### src/rtl/sum_entry_controller.sv
// rtl/sum_entry_controller.sv - keypad-driven two-operand decimal addition sequencer
module sum_entry_controller #(
   parameter int MAX_DIGITS     = 3,
   parameter int WIDTH          = 12,
   parameter int TIMEOUT_CYCLES = 16
) (
   input  logic             clk,
   input  logic             reset,
   input  logic             key_valid,
   input  logic [3:0]       key_code,
   input  logic [WIDTH-1:0] adder_sum,
   input  logic             adder_valid,
   output logic             adder_enable,
   output logic [WIDTH-1:0] number1,
   output logic [WIDTH-1:0] number2,
   output logic [WIDTH-1:0] display_value,
   output logic             result_valid,
   output logic             entering_b,
   output logic             busy,
   output logic             error
);
   localparam int CW = $clog2(MAX_DIGITS + 1);
   localparam int TW = $clog2(TIMEOUT_CYCLES + 1);
   localparam int EW = WIDTH + 4;
   localparam logic [CW-1:0] CNT_MAX  = CW'(MAX_DIGITS);
   localparam logic [TW-1:0] TMR_LAST = TW'(TIMEOUT_CYCLES - 1);
   localparam logic [EW-1:0] TEN      = EW'(10);

   typedef enum logic [2:0] {ENTRY_A, ENTRY_B, REQ, WAIT, SHOW} state_t;

   state_t          state, state_nx;
   logic [CW-1:0]   cnt_a, cnt_b, ca_nx, cb_nx;
   logic [TW-1:0]   tmr, tmr_nx;
   logic [WIDTH-1:0] n1_nx, n2_nx, disp_nx;
   logic            rv_nx, err_nx;

   logic key_digit, key_plus, key_eq, key_clr, timed_out;
   assign key_digit = key_valid && (key_code <= 4'd9);
   assign key_plus  = key_valid && (key_code == 4'hA);
   assign key_eq    = key_valid && (key_code == 4'hB);
   assign key_clr   = key_valid && (key_code == 4'hC);
   assign timed_out = (tmr == TMR_LAST);

   // Shift-in of a new digit, computed wide and truncated back to WIDTH
   logic [WIDTH-1:0] key_ext;
   logic [EW-1:0]    prod_a, prod_b;
   logic             unused_ovf;
   assign key_ext    = {{(WIDTH-4){1'b0}}, key_code};
   assign prod_a     = {4'd0, number1} * TEN + {4'd0, key_ext};
   assign prod_b     = {4'd0, number2} * TEN + {4'd0, key_ext};
   assign unused_ovf = ^{prod_a[EW-1:WIDTH], prod_b[EW-1:WIDTH]};

   // State register
   always_ff @(posedge clk or posedge reset) begin
      if (reset) state <= ENTRY_A;
      else       state <= state_nx;
   end

   // Next-state selection; clear overrides everything
   always_comb begin
      state_nx = state;
      if (key_clr) begin
         state_nx = ENTRY_A;
      end else begin
         case (state)
            ENTRY_A: if (key_plus) state_nx = ENTRY_B;
                     else if (key_eq) state_nx = REQ;
            ENTRY_B: if (key_eq) state_nx = REQ;
            REQ:     state_nx = WAIT;
            WAIT:    if (adder_valid || timed_out) state_nx = SHOW;
            SHOW:    if (key_digit) state_nx = ENTRY_A;
                     else if (key_plus) state_nx = ENTRY_B;
                     else if (key_eq) state_nx = REQ;
            default: state_nx = ENTRY_A;
         endcase
      end
   end

   // State-decoded outputs
   always_comb begin
      adder_enable = (state == REQ);
      busy         = (state == REQ) || (state == WAIT);
      entering_b   = (state == ENTRY_B);
   end

   // Next values of operands, digit counts, display and status flags
   always_comb begin
      n1_nx   = number1;
      n2_nx   = number2;
      ca_nx   = cnt_a;
      cb_nx   = cnt_b;
      disp_nx = display_value;
      rv_nx   = result_valid;
      err_nx  = error;
      tmr_nx  = '0;
      if (key_clr) begin
         n1_nx   = '0;
         n2_nx   = '0;
         ca_nx   = '0;
         cb_nx   = '0;
         disp_nx = '0;
         rv_nx   = 1'b0;
         err_nx  = 1'b0;
      end else begin
         case (state)
            ENTRY_A: begin
               if (key_digit && (cnt_a != CNT_MAX)) begin
                  n1_nx   = prod_a[WIDTH-1:0];
                  ca_nx   = cnt_a + CW'(1);
                  disp_nx = prod_a[WIDTH-1:0];
               end else if (key_plus) begin
                  n2_nx   = '0;
                  cb_nx   = '0;
                  disp_nx = '0;
               end else if (key_eq) begin
                  n2_nx   = '0;
               end
            end
            ENTRY_B: begin
               if (key_digit && (cnt_b != CNT_MAX)) begin
                  n2_nx   = prod_b[WIDTH-1:0];
                  cb_nx   = cnt_b + CW'(1);
                  disp_nx = prod_b[WIDTH-1:0];
               end
            end
            WAIT: begin
               tmr_nx = tmr + TW'(1);
               if (adder_valid) begin
                  disp_nx = adder_sum;
                  rv_nx   = 1'b1;
               end else if (timed_out) begin
                  disp_nx = '0;
                  rv_nx   = 1'b0;
                  err_nx  = 1'b1;
               end
            end
            SHOW: begin
               if (key_digit) begin
                  n1_nx   = key_ext;
                  n2_nx   = '0;
                  ca_nx   = CW'(1);
                  cb_nx   = '0;
                  disp_nx = key_ext;
                  rv_nx   = 1'b0;
                  err_nx  = 1'b0;
               end else if (key_plus) begin
                  n2_nx   = '0;
                  cb_nx   = '0;
                  disp_nx = '0;
                  rv_nx   = 1'b0;
                  err_nx  = 1'b0;
               end
            end
            default: ;
         endcase
      end
   end

   // Datapath registers
   always_ff @(posedge clk or posedge reset) begin
      if (reset) begin
         number1       <= '0;
         number2       <= '0;
         cnt_a         <= '0;
         cnt_b         <= '0;
         display_value <= '0;
         result_valid  <= 1'b0;
         error         <= 1'b0;
         tmr           <= '0;
      end else begin
         number1       <= n1_nx;
         number2       <= n2_nx;
         cnt_a         <= ca_nx;
         cnt_b         <= cb_nx;
         display_value <= disp_nx;
         result_valid  <= rv_nx;
         error         <= err_nx;
         tmr           <= tmr_nx;
      end
   end
endmodule

### config.mk
export PLATFORM = sky130hd
export DESIGN_NAME = sum_entry_controller
export DESIGN_NICKNAME = d
export VERILOG_FILES = /design/src/rtl/sum_entry_controller.sv
export SDC_FILE = /design/constraint.sdc
export NUM_CORES = 1
export LEC_CHECK = 0
export ABC_AREA = 1
export CAP_MARGIN = 15
export CORE_ASPECT_RATIO = 0.7
export CORE_UTILIZATION = 25
export DETAILED_ROUTE_END_ITERATION = 10
export PLACE_DENSITY = 0.42
export SETUP_SLACK_MARGIN = 0.5
export SLEW_MARGIN = 10
export SYNTH_ARGS = -nofsm -noshare
export SYNTH_HDL_FRONTEND = slang
export SYNTH_SLANG_ARGS = --single-unit
### constraint.sdc
create_clock -name clk -period 5.98 [get_ports clk]
set_clock_uncertainty 0.1 [all_clocks]
set_input_delay 0.897 -clock clk [delete_from_list [all_inputs] [get_ports clk]]
set_output_delay 0.897 -clock clk [all_outputs]
set_load 0.01 [all_outputs]
==> metrics.md, run 1 <==
| Metric | Value |
|---|---|
| Synth Warn # | 0 |
| Unique masters post-synth | 45 |
| Fin Setup TNS | 0 ns |
| Htree depth | 2 |
| Initial antenna violation count | 0 |
| Resize count post-CTS | 0 |
| Crit Path Max Fanout | 14 |
| Post-synth EDFFs | 0 |
| Port Buf Inserts | 60 |
| Hold Buf Count CTS | 0 |
| Vias | 4312 |
| Startpoint Class | input pin |
| Clk buf depth | 2 |
| RSZ-0062 raised after global routing | no |
| Final ANT Viol Nets | 0 |
| Top-count cell post-synth | nand2_1 |
| Largest net degree at the start of global routing | slightly above 50 |
| Post-synth top area share | 28.64% |
| Post-synth top cells | nand2_1, inv_1, nand3_1 |
| Fmax | 0.3005 GHz |
| Max IR drop VDD | about 0.16 mV |
| Final Hold Violating Endpoints | 0 |
| Die height | 112.6 um |
| Netlist Area Pre-Place | 4369 um2 |
| Max-slew violation count | 0 |
| Hold slack | 0.3711 ns |
| Crit path DAT | 3.40 ns |
| Switching Fraction | 51.78% |
| Psw | 1.525 mW |
| Gpl congestion | 0.8443 |
| Via density | approximately 4.7 |
| P_int | approximately 1.4 mW |
| Tcrit/Tclk final | a little under three fifths |
| Main flop type after synthesis | dfrtp_1 |
| Slew HR | 29.95% |
| Least-Margin Pin Slew | 1.047 ns |
| CORE AREA | 17120 um2 |
| Critical path endpoint category | register |
| P_leak | between 2 and 3 nW |
| Comb pwr share | roughly 69% |
| Syn nets | slightly below 700 |
| Die width | approximately 160 um |
| Root Driver | clkbuf_16 |
| Minimum clock period | 3.327 ns |
| Drt wl/cell | 15.31 um |
| Clk Latency, worst-skew pair | around 0.3 ns |
| Synth area leader | dfrtp_1 |
| Total congestion overflow | 0 |
| Run status | finished clean |
| Clock share of power | 10.2% |
| Post-Route WL | 13.91 mm |
| Power Dens Cells | about 550 nW/um2 |
| Critical path class | input pin to register |
| Async SR Flop Fraction | 100.0% |
| DR iter-0 viols | 289 |
| Layout Nets | ~740 |
| Avg Inst Size Synth | ~7.1 um2 |
| Seq pwr share | a little over a fifth |
| Setup violators final | 0 |
| Max-Cap Viols | 0 |
| Yosys reg bits | 50 |
| Largest cells by area after synthesis | dfrtp_1, nand2_1, ha_1, nand3_1, inv_1 |
| First-pass GRT wire length | 22.51 mm |
| Rows | 40 |
| Diodes inserted | 0 |
| HPWL Detailed | about 11 mm |
| Cells after Synth | 619 |
| Sequential cell area fraction in the yosys report | 28.64% |
| Initial Utilization | 25.53% |
| # DRC | 0 |
| Area delta synth->final | 22.65% |
| Clk sinks | 50 |
| Fraction of layout cells with a size suffix above 1 | between 7 and 8% |
| Critical path data required time | just over 6 ns |
| First-pass DRT Iterations | 5 |
| Io pins | 61 |
| Clock transition at path regs | 0.07 ns |
| Vias in the first global route | 4053 |
| # Post-CTS Setup Buffers | 0 |
| TritonCTS clock tree | built |
| CTS Buf Count | 5 |
| Die area | 18020 um2 |
| Worst min-delay path class | register to register |
| GRT Overall Usage | 15.96% |
critical path, cell delays in order:
cell	delay, ns
clkdlybuf4s50_1	0.68
nand2_1	0.15
nand3_2	0.12
nand2_2	0.09
nor2_1	0.69
nand2_1	0.14
nand3_2	0.29
inv_2	0.13
o211ai_1	0.10
o21ai_0	0.10
stage by stage:
stage	area, um2	power, mW	utilization, %	setup WS (ns)	instances
global placement	5211	2.650	30.45	2.379	901
global route	5359	3.250	31.31	2.343	909
floorplan	4369	1.977	-	3.364	619
CTS	5359	2.969	31.31	2.666	909
finish	5359	2.944	31.31	2.653	909
detailed placement	5211	2.657	30.45	2.353	901
logic make-up (layout without fill, tap and decap cells):
| kind of cell | after synthesis | count (layout) | share of synthesized area, % |
|---|---|---|---|
| and+or+nand+nor | 326 | 326 | 33.65 |
| AOI/OAI and AO/OA | 103 | 103 | 14.72 |
| buffers and inverters | 88 | 147 | 8.104 |
| DFF | 50 | 50 | 28.64 |
| adders and majority gates | 44 | 44 | 13.29 |
| xor gates and xnor gates | 8 | 8 | 1.604 |
final timing paths:
check	start	endpoint	slack (ns)	cells past startpoint
max in group asynchronous	reset	number2[7]	4.32	3
min reg2reg	tmr[0]	tmr[0]	0.37	1
max reg2reg	number1[1]	display_value[10]	3.07	13
min in group asynchronous	reset	result_valid	0.99	3
min	tmr[0]	tmr[0]	0.37	1
max	key_code[2]	cnt_a[0]	2.65	10
layer usage:
layer | GRT usage [%] | part of all wire, % | vias to the layer above
met5 | 0 | 0 | -
met4 | 2.159 | 0.73 | 0
met3 | 2.698 | 4.6 | 9
met2 | 22.06 | 39 | 128
met1 | 25.65 | 56 | 2001
li1 | - | - | 2174
flip-flops by register name (all words and copies together), names as in the netlist:
signal / flops
cnt_b: 2
state: 3
cnt_a: 2
display_value: 12
number1: 12
tmr: 5
result_valid: 1
error: 1
number2: 12
layout make-up:
type / instances / area [um2]
clock buffer: 7 / 142.6
inverter: 77 / 291.5
fill: 1883 / 11760
timing repair buffer: 62 / 615.6
tap: 231 / 289.0
multi-input combinational: 481 / 2764
sequential: 50 / 1251
clock inverter: 1 / 5.005
power by group through the flow:
| stage | registers (mW) | clock network (mW) | logic, mW |
|---|---|---|---|
| 6_report | 0.621 | 0.301 | 2.02 |
| 4_1_cts | 0.627 | 0.309 | 2.03 |
| 3_3_place_gp | 0.635 | 0 | 2.02 |
| 3_5_place_dp | 0.633 | 0 | 2.02 |
| 2_1_floorplan | 0.624 | 0 | 1.35 |
| 5_1_grt | 0.645 | 0.321 | 2.28 |
cells in the final DEF, fill, tap and decap left out, types with 8 or more instances in the layout:
cell type          n
nor2_1            43
o22ai_1            8
ha_1              40
a21oi_1           23
inv_2             10
nand2_1          194
clkdlybuf4s50_1   60
dfrtp_1           50
nand3_1           58
inv_1             65
o21ai_0           33
(Power assumes the default switching activity.)
==> run 2: changes to the inputs <==
Settings changed: PLACE_DENSITY 0.42 to 0.43.
Clock period 5.98 ns to 2.7 ns, I/O delays scaled along.
==> metrics.md, run 2 (same netlist as run 1, synthesis figures left out) <==
| Metric | Value |
|---|---|
| Total design power | 7.652 mW (+160%) |
| Non-Filler Instances | 970 (+6.7%) |
| Setup violators final | 0 (unchanged) |
| Fin Setup TNS | 0 ns (unchanged) |
| Critical path class | register to register |
| Placed instance area | 5558 um2 (+6.7%) |
| Clk Latency, worst-skew pair | 0.30 ns (about the same) |
| CORE AREA | 17120 um2 (unchanged) |
| Layout Utilization | 36.51% (+5.2 points) |
| P_leak | 2.980 nW (+14%) |
| Least-Margin Pin Slew | 0.3835 ns (-0.6633 ns) |
| Rows | 40 (unchanged) |
| Fraction of layout cells with a size suffix above 1 | 24.22% (+16 points) |
| Drt wl/cell | 14.59 um (-4.7%) |
| Port Buf Inserts | 60 (unchanged) |
| Area delta synth->final | 43.01% |
| Run status | finished clean |
| Minimum clock period | 2.664 ns |
| Max-Cap Viols | 0 (unchanged) |
| Tcrit/Tclk final | 98.68% |
| Initial antenna violation count | 0 (unchanged) |
| Hold slack | 0.2941 ns (-0.07698 ns) |
| Via density | 4.654 (-1.9%) |
| Pre-CTS setup slack | -0.1673 ns (-2.521 ns) |
| RSZ-0062 raised after global routing | yes |
| Clk buf depth | 2 (unchanged) |
| Commonest cells after routing, fill and taps aside | nand2_1, inv_1, clkdlybuf4s50_1, nand3_1, buf_4 |
| Startpoint Class | register |
| Clock transition at path regs | 0.08 ns (about the same) |
| Vias in the first global route | 4366 (+7.7%) |
| Final Hold Violating Endpoints | 0 (unchanged) |
| Worst min-delay path class | input pin to async pin |
| First-pass GRT wire length | 22.70 mm (+0.83%) |
| Power Dens Cells | 1225 nW/um2 (+120%) |
| Hold Buf Count CTS | 0 (unchanged) |
| First-pass DRT Iterations | 5 (unchanged) |
| Diodes inserted | 0 (unchanged) |
| Largest net degree at the start of global routing | 37 (-27%) |
| Slew HR | 74.40% (+44 points) |
| # DRC | 0 (unchanged) |
| Htree depth | 2 (unchanged) |
| Most common cell after layout, fill and taps aside | nand2_1 |
| Root Driver | clkbuf_16 |
| Post-Route WL | 14.16 mm (+1.7%) |
| Clk sinks | 50 (unchanged) |
| Layout Nets | 802 (+8.2%) |
| CTS Buf Count | 5 (unchanged) |
| Biggest regs | display_value x12, number1 x12, number2 x12 |
| Gpl congestion | 0.9050 (+7.2%) |
| Max IR drop VDD | 0.4846 mV (+200%) |
| Die area | 18020 um2 (unchanged) |
| Post-Place Cells | 937 (+4.0%) |
| Die height | 112.6 um (unchanged) |
| Initial Utilization | 25.53% (unchanged) |
| Final instance area | 6248 um2 (+17%) |
| Final ANT Viol Nets | 0 (unchanged) |
| Total congestion overflow | 0 (unchanged) |
| DR iter-0 viols | 233 (-19%) |
| Max-slew violation count | 0 (unchanged) |
| Fillers | 1834 (-2.6%) |
| Crit path DAT | 2.80 ns (-0.60 ns) |
| Vias | 4514 (+4.7%) |
| Critical path endpoint category | register |
| Io pins | 61 (unchanged) |
| TritonCTS clock tree | built |
| Fmax | 0.3753 GHz |
| Critical path data required time | 2.83 ns (-3.23 ns) |
| GRT Overall Usage | 16.05% (+0.088 points) |
| Crit Path Max Fanout | 3 (-11) |
| HPWL Detailed | 11.42 mm (+0.97%) |
| Die width | 160.0 um (unchanged) |
| Final setup margin | 0.03553 ns (-2.617 ns) |
## run 2: changes by cell type in the layout (fill, tap and decap cells not counted), moves of 10 or more
cell     change
nand2_1     -14
ha_1        -12
buf_6       +10
buf_4       +48
o21ai_1     +11
o21ai_0     -14
## run 2: critical path, stage by stage (launching register included)
cell and delay, ns:
dfrtp_1 0.39, ha_1 0.30, ha_2 0.18, fa_1 0.51, nand2_1 0.08, nor2_1 0.09
nand2_1 0.10, a21oi_2 0.24, nand3_2 0.14, o21bai_1 0.17, nand3_2 0.11, nand2_1 0.07
nand3_1 0.06, nand2_1 0.05
## run 2: cell type report
cell class	instances	area (um2)	area share, %
Tap cell	231	289.0	4.626
Sequential cell	50	1257	20.12
Multi-Input combinational cell	481	3095	49.54
Inverter	77	309.0	4.946
Clock buffer	7	142.6	2.283
Clock inverter	1	5.005	0.08010
Timing Repair Buffer	123	1150	18.40
## run 2: final timing paths
path	startpoint	slack [ns]	cells past startpoint	to
setup / recovery	number2[1]	0.04	13	display_value[10]
hold / removal	reset	0.29	2	state[1]
setup reg to reg	number2[1]	0.04	13	display_value[10]
hold reg to reg	tmr[0]	0.36	1	tmr[0]
max in group asynchronous	reset	1.65	3	number1[4]
min in group clk	tmr[0]	0.36	1	tmr[0]
## run 2: routing by layer
| metal | track usage [%] | vias up | part of all wire, % |
|---|---|---|---|
| met1 | 23.99 | 2116 | 53 |
| li1 | - | 2300 | - |
| met5 | 0 | - | 0 |
| met2 | 24.41 | 91 | 43 |
| met4 | 2.540 | 0 | 0.48 |
| met3 | 2.587 | 7 | 4.3 |
## run 2: repair_timing
action | CTS | global route
pin swaps | 22 | 25
buffers inserted | 14 | 11
setup endpoints to repair | 38 | 40
resized for setup | 37 | 60
## run 2: report_power, final
| part | total, mW | leakage [nW] | internal (mW) | switching, mW |
|---|---|---|---|---|
| logic | 5.64 | 2.26 | 2.44 | 3.20 |
| registers | 1.35 | 0.648 | 1.06 | 0.288 |
| clock network | 0.667 | 0.0739 | 0.369 | 0.298 |
| total | 7.65 | 2.98 | 3.87 | 3.78 |
